$ cat src/rtl/pc_pkg.sv
// pc_pkg: shared state encoding, jump modes and default parameters for the PC sequencer.
package pc_pkg;
    typedef enum logic [2:0] {
        ST_IDLE,
        ST_PUSH_LO,
        ST_PUSH_HI,
        ST_POP_HI,
        ST_POP_LO,
        ST_POP_CAP,
        ST_VECTOR
    } state_e;

    localparam logic [1:0] JM_REL   = 2'd0;
    localparam logic [1:0] JM_ABS11 = 2'd1;
    localparam logic [1:0] JM_LONG  = 2'd2;
    localparam logic [1:0] JM_IND   = 2'd3;

    localparam int DEF_PC_W       = 16;
    localparam int DEF_N_IRQ      = 5;
    localparam int DEF_VEC_BASE   = 3;
    localparam int DEF_VEC_STRIDE = 8;

    function automatic int idx_w(input int n);
        return (n > 1) ? $clog2(n) : 1;
    endfunction
endpackage

$ cat src/rtl/pc_unit_irq_arbiter.sv
// irq_arbiter: two-level interrupt winner selection plus active-level tracking.
module irq_arbiter
    import pc_pkg::*;
#(
    parameter int N_IRQ = DEF_N_IRQ,
    parameter int IDX_W = idx_w(N_IRQ)
) (
    input  logic             clk,
    input  logic             rst,
    input  logic [N_IRQ-1:0] pending,
    input  logic [N_IRQ-1:0] irq_hi,
    input  logic             accept,
    input  logic             accept_hi,
    input  logic             reti_done,
    output logic             valid,
    output logic [IDX_W-1:0] idx,
    output logic             level
);
    logic             act_lo_q, act_lo_d, act_hi_q, act_hi_d;
    logic [N_IRQ-1:0] hi_req, lo_req, sel;
    logic             use_hi, use_lo;

    always_comb begin
        hi_req = pending & irq_hi;
        lo_req = pending & ~irq_hi;
        use_hi = (|hi_req) && !act_hi_q;
        use_lo = (|lo_req) && !act_lo_q && !act_hi_q;
        sel    = use_hi ? hi_req : lo_req;
        valid  = use_hi || use_lo;
        level  = use_hi;
        idx    = '0;
        for (int i = N_IRQ - 1; i >= 0; i--) idx = sel[i] ? IDX_W'(i) : idx;
        // reti releases the innermost (high) level first
        act_hi_d = (accept && accept_hi) ? 1'b1 : (reti_done && act_hi_q) ? 1'b0 : act_hi_q;
        act_lo_d = (accept && !accept_hi) ? 1'b1 : (reti_done && !act_hi_q) ? 1'b0 : act_lo_q;
    end

    always_ff @(posedge clk) begin
        if (rst) begin
            act_lo_q <= 1'b0;
            act_hi_q <= 1'b0;
        end else begin
            act_lo_q <= act_lo_d;
            act_hi_q <= act_hi_d;
        end
    end
endmodule

$ cat src/rtl/pc_unit.sv
// pc_unit: program counter, jump/call/return sequencing and vectored interrupt entry.
module pc_unit
    import pc_pkg::*;
#(
    parameter int PC_W       = DEF_PC_W,
    parameter int N_IRQ      = DEF_N_IRQ,
    parameter int VEC_BASE   = DEF_VEC_BASE,
    parameter int VEC_STRIDE = DEF_VEC_STRIDE
) (
    input  logic             clk,
    input  logic             rst,
    input  logic             inc,
    input  logic             jmp,
    input  logic [1:0]       jmode,
    input  logic [7:0]       rel,
    input  logic [PC_W-1:0]  target,
    input  logic [7:0]       acc,
    input  logic [15:0]      dptr,
    input  logic             call,
    input  logic             ret,
    input  logic             reti,
    input  logic             instr_end,
    input  logic [N_IRQ-1:0] irq,
    input  logic [N_IRQ-1:0] irq_en,
    input  logic [N_IRQ-1:0] irq_hi,
    input  logic             ea,
    input  logic [7:0]       stk_rdata,
    output logic [7:0]       stk_wdata,
    output logic             stk_push,
    output logic             stk_pop,
    output logic [N_IRQ-1:0] irq_ack,
    output logic             busy,
    output logic [PC_W-1:0]  pc
);
    localparam int IDX_W = idx_w(N_IRQ);

    state_e            state_q, state_d;
    logic [PC_W-1:0]   pc_q, pc_d, tgt_q, tgt_d;
    logic [7:0]        hi_q, hi_d;
    logic              is_irq_q, is_irq_d, pop_reti_q, pop_reti_d, lvl_q, lvl_d;
    logic [IDX_W-1:0]  idx_q, idx_d, arb_idx;
    logic              arb_valid, arb_level, take;
    logic [PC_W-1:0]   jmp_pc, cmd_pc, vec_pc;

    irq_arbiter #(.N_IRQ(N_IRQ), .IDX_W(IDX_W)) u_arb (
        .clk       (clk),
        .rst       (rst),
        .pending   (irq & irq_en),
        .irq_hi    (irq_hi),
        .accept    (state_q == ST_VECTOR && is_irq_q),
        .accept_hi (lvl_q),
        .reti_done (state_q == ST_POP_CAP && pop_reti_q),
        .valid     (arb_valid),
        .idx       (arb_idx),
        .level     (arb_level)
    );

    always_comb begin
        jmp_pc = (jmode == JM_REL)   ? pc_q + {{(PC_W-8){rel[7]}}, rel} :
                 (jmode == JM_ABS11) ? {pc_q[PC_W-1:11], target[10:0]} :
                 (jmode == JM_LONG)  ? target :
                                       PC_W'(dptr + {8'h0, acc});
        cmd_pc = jmp ? jmp_pc : inc ? pc_q + PC_W'(1) : pc_q;
        vec_pc = PC_W'(VEC_BASE + int'(idx_q) * VEC_STRIDE);
        take   = instr_end && ea && arb_valid;
        state_d    = state_q;
        pc_d       = pc_q;
        tgt_d      = tgt_q;
        hi_d       = hi_q;
        is_irq_d   = is_irq_q;
        pop_reti_d = pop_reti_q;
        idx_d      = idx_q;
        lvl_d      = lvl_q;
        case (state_q)
            ST_IDLE: begin
                if (call) begin
                    tgt_d    = target;
                    is_irq_d = 1'b0;
                    state_d  = ST_PUSH_LO;
                end else if (ret || reti) begin
                    pop_reti_d = reti;
                    state_d    = ST_POP_HI;
                end else begin
                    // PC command lands first so the push saves the updated PC
                    pc_d = cmd_pc;
                    if (take) begin
                        is_irq_d = 1'b1;
                        idx_d    = arb_idx;
                        lvl_d    = arb_level;
                        state_d  = ST_PUSH_LO;
                    end
                end
            end
            ST_PUSH_LO: state_d = ST_PUSH_HI;
            ST_PUSH_HI: state_d = ST_VECTOR;
            ST_VECTOR: begin
                pc_d    = is_irq_q ? vec_pc : tgt_q;
                state_d = ST_IDLE;
            end
            ST_POP_HI: state_d = ST_POP_LO;
            ST_POP_LO: begin
                hi_d    = stk_rdata;
                state_d = ST_POP_CAP;
            end
            ST_POP_CAP: begin
                pc_d    = PC_W'({hi_q, stk_rdata});
                state_d = ST_IDLE;
            end
            default: state_d = ST_IDLE;
        endcase
    end

    always_ff @(posedge clk) begin
        if (rst) begin
            state_q    <= ST_IDLE;
            pc_q       <= '0;
            tgt_q      <= '0;
            hi_q       <= '0;
            is_irq_q   <= 1'b0;
            pop_reti_q <= 1'b0;
            idx_q      <= '0;
            lvl_q      <= 1'b0;
        end else begin
            state_q    <= state_d;
            pc_q       <= pc_d;
            tgt_q      <= tgt_d;
            hi_q       <= hi_d;
            is_irq_q   <= is_irq_d;
            pop_reti_q <= pop_reti_d;
            idx_q      <= idx_d;
            lvl_q      <= lvl_d;
        end
    end

    assign pc        = pc_q;
    assign busy      = state_q != ST_IDLE;
    assign stk_push  = state_q == ST_PUSH_LO || state_q == ST_PUSH_HI;
    assign stk_pop   = state_q == ST_POP_HI || state_q == ST_POP_LO;
    assign stk_wdata = (state_q == ST_PUSH_LO) ? pc_q[7:0] : (state_q == ST_PUSH_HI) ? 8'(pc_q >> 8) : 8'h0;
    assign irq_ack   = (state_q == ST_VECTOR && is_irq_q) ? N_IRQ'(1) << idx_q : '0;
endmodule
$ cat config.mk
export PLATFORM = sky130hd
export DESIGN_NAME = pc_unit
export DESIGN_NICKNAME = d
export VERILOG_FILES = /design/src/rtl/pc_pkg.sv /design/src/rtl/pc_unit_irq_arbiter.sv /design/src/rtl/pc_unit.sv
export SDC_FILE = /design/constraint.sdc
export NUM_CORES = 1
export LEC_CHECK = 0
export CORE_ASPECT_RATIO = 1.2
export CORE_MARGIN = 2
export CORE_UTILIZATION = 40
export DETAILED_ROUTE_END_ITERATION = 6
export PLACE_DENSITY = 0.67
export SETUP_SLACK_MARGIN = 0.15
export SYNTH_ARGS = -nofsm -noshare
export SYNTH_HDL_FRONTEND = slang
export SYNTH_SLANG_ARGS = --single-unit
$ cat constraint.sdc
create_clock -name clk -period 7.55 [get_ports clk]
set_input_delay 1.51 -clock clk [delete_from_list [all_inputs] [get_ports clk]]
set_output_delay 1.51 -clock clk [all_outputs]
set_load 0.005 [all_outputs]
==> flow_metrics.env <==
export IMPL_endpoint="irq_ack[4]"
export IMPL_synth_seq_area_share_pct=21.2
export IMPL_finClkSkew_ns=0.00668
export IMPL_die_h_um=124
export IMPL_ys_flop_type="dfxtp_1"
export IMPL_wl_per_cell_um=19.9
export IMPL_worstHoldPathType="register to register"
export IMPL_fp_row_count=43
export IMPL_synth_most_common_cell="nand2_1"
export IMPL_worst_path_max_fanout=12
export IMPL_status="finished clean"
export IMPL_wl_mm=18.0
export IMPL_clockBufferDepth=2
export IMPL_top_layer="met4"
export IMPL_worstSkewPairLatency_ns=0.30
export IMPL_synth_cells=654
export IMPL_cts_root_buf="clkbuf_16"
export IMPL_period_needed_ns=4.37
export IMPL_wl_met3_mm=1.21
export IMPL_ys_warn_count=0
export IMPL_yosys_area_top_type_share_pct=21.2
export IMPL_critical_path_startpoint="state_q[1]"
export IMPL_p_leak_nw=2.23
export IMPL_finalSetupViolCount=0
export IMPL_antenna_cells=0
export IMPL_detail_route_vias_per_cell=6.08
export IMPL_slew_headroom_pct=37.9
export IMPL_grt_usage_pct=27.1
export IMPL_synth_common_cells="nand2_1 (102), a21oi_1 (73), dfxtp_1 (51)"
export IMPL_num_io_pins=114
export IMPL_start_kind="register"
export IMPL_synth_edf_count=0
export IMPL_crit_arrival_ns=2.86
export IMPL_dp_cells=893
export IMPL_ys_ff_latch=51
export IMPL_power_density_mw_per_mm2=213
export IMPL_drt_antenna_violating_nets=0
export IMPL_final_layout_size_suffix_gt1_share_pct=4.30
export IMPL_drt_pass1_iter_count=6
export IMPL_filler_cell_count=1159
export IMPL_vias=5482
export IMPL_rsz0062_at_grt="no"
export IMPL_synth_nets=762
export IMPL_reg2reg_slack_ns=4.71
export IMPL_core_sq_mm=0.0117
export IMPL_worst_r2r_path_depth=8
export IMPL_syn_area_per_cell_sq_um=7.37
export IMPL_ys_async_sr_fraction_pct=0
export IMPL_r2r_end="pc[12]"
export IMPL_tightest_slew_ns=0.929
export IMPL_final_cells=901
export IMPL_r2r_start="pc[0]"
export IMPL_cts_buffers=5
export IMPL_cts_sinks=51
export IMPL_max_cap_violations=0
export IMPL_die_w_um=104
export IMPL_clk_pin_slew_worst_paths_ns=0.07
export IMPL_syn_to_final_growth_pct=28.4
export IMPL_cts_tree="done"
export IMPL_drc=0
export IMPL_cts_hold_buffers=0
export IMPL_gr_total_overflow=0
export IMPL_critPathRequiredTime_ns=6.04
export IMPL_regArea_sq_mm=0.00102
export IMPL_multi_input_area_sq_mm=0.00357
export IMPL_fin_tns_setup_ns=0
export IMPL_ctsResizeCount=0
export IMPL_critPathCaptureType="output port"
export IMPL_utilization_pct=53.0
export IMPL_drv_slew=0
export IMPL_synth_cell_type_count=83
export IMPL_hold_viol=0
export IMPL_drt_iter0_drc=502
export IMPL_timing_final_crit_share_pct=57.9
export IMPL_synth_top_area_cell="dfxtp_1"
export IMPL_grt_max_degree=47
export IMPL_dieArea_sq_mm=0.0129
export IMPL_dr_wl_met2_mm=8.63
export IMPL_post_cts_buffers=0
export IMPL_port_buffers=113
export IMPL_layout_nets=851
export IMPL_met1_length_mm=7.61
export IMPL_h_tree_depth=2
export IMPL_synth_area_sq_mm=0.00482
export IMPL_hold_ws_ns=0.457
export IMPL_vdd_drop_max_uv=114
export IMPL_start_util_pct=41.3
export IMPL_routabilityCongestion=0.917
export IMPL_synth_area_leaders="dfxtp_1 (21%), nand2_1 (7.9%), a21oi_1 (7.6%)"
export IMPL_detailed_place_hpwl_mm=14.0
export IMPL_first_global_vias=5284
export IMPL_timing_fmax_mhz=229
export IMPL_antenna_found_initial=0
export IMPL_grt_pass1_wl_mm=28.3
export IMPL_worst_setup_path_type="register to output port"
critical path, cell delays in order, from the launching register on:
cell and delay [ns]:
dfxtp_1 0.50, nor2b_1 0.79, nand3_1 0.30, nor4b_1 0.40
clkdlybuf4s50_1 0.56
logic make-up after synthesis:
group           after synthesis  share of synthesized area (%)
fa+ha+maj                    26                           7.06
buf+inv                      47                           4.83
simple gates                247                           25.2
compound gates              246                           34.5
xor+xnor                     25                           4.70
mux                          12                           2.49
flops                        51                           21.2
layout by cell type (no fill, tap or decap), types with 5 or more instances in the layout:
master           netlist  layout
nand2_1              102     102
nand4_1                6       6
xnor2_1               14      14
nor2b_1                9       9
mux2i_1               12      12
o22ai_1                6       6
clkbuf_16              0       5
clkdlybuf4s50_1        0     113
dfxtp_1               51      51
o31ai_1                6       6
o211ai_1              10      10
a211oi_1              11      11
and2_1                10      10
nand3_1               20      20
o21ai_0               30      30
nand2b_1               7       7
a22oi_1               16      16
a2111oi_0              6       6
nor3_1                 9       9
a21o_1                11      11
buf_4                  1       6
xor2_1                10      10
nor2_1                45      45
a21oi_1               73      73
a31oi_1               13      13
o21a_1                 8       8
ha_1                  24      24
inv_1                 10      10
layer usage:
layer  up-vias  GRT usage [%]
li1       2642              -
met1      2542           35.0
met2       258           46.0
met3        40           3.56
met4         0           10.1
met5         -              0
metrics by stage:
step | instance area, sq um | setup slack, ns | power (mW)
after floorplan | 4820 | 3.90 | 0.771
after global placement | 6000 | 3.28 | 1.00
after detailed placement | 6000 | 3.25 | 1.01
after CTS | 6190 | 3.21 | 1.31
after global routing | 6190 | 3.00 | 1.40
final | 6190 | 3.18 | 1.32
power breakdown:
part / total, mW / internal (mW) / switching [mW]
logic: 0.624 / 0.277 / 0.347
registers: 0.392 / 0.315 / 0.0770
clock network: 0.303 / 0.190 / 0.112
total: 1.32 / 0.782 / 0.536
registers in the layout, indices dropped and copies added, names as in the netlist:
signal	count
u_arb.act_lo_q	1
pop_reti_q	1
is_irq_q	1
lvl_q	1
pc	16
idx_q	3
state_q	3
hi_q	8
u_arb.act_hi_q	1
tgt_q	16
cell type report:
class	instances	share of cell area [%]
multi-input cells	556	57.6
repair buffers	119	19.0
flip-flops and latches	51	16.5
well taps	157	3.17
clock buffers	5	2.02
clock inverters	3	1.09
inverters	10	0.606
worst min-delay path by stage:
stage | start | to | slack [ns] | cells past startpoint
after CTS | tgt_q[7] | tgt_q[7] | 0.46 | 2
after floorplan | tgt_q[0] | tgt_q[0] | 0.43 | 2
after global routing | tgt_q[0] | tgt_q[0] | 0.48 | 2
after global placement | tgt_q[8] | tgt_q[8] | 0.44 | 2
after detailed placement | tgt_q[7] | tgt_q[7] | 0.45 | 2
final | tgt_q[4] | tgt_q[4] | 0.46 | 2
(Power assumes the default switching activity.)
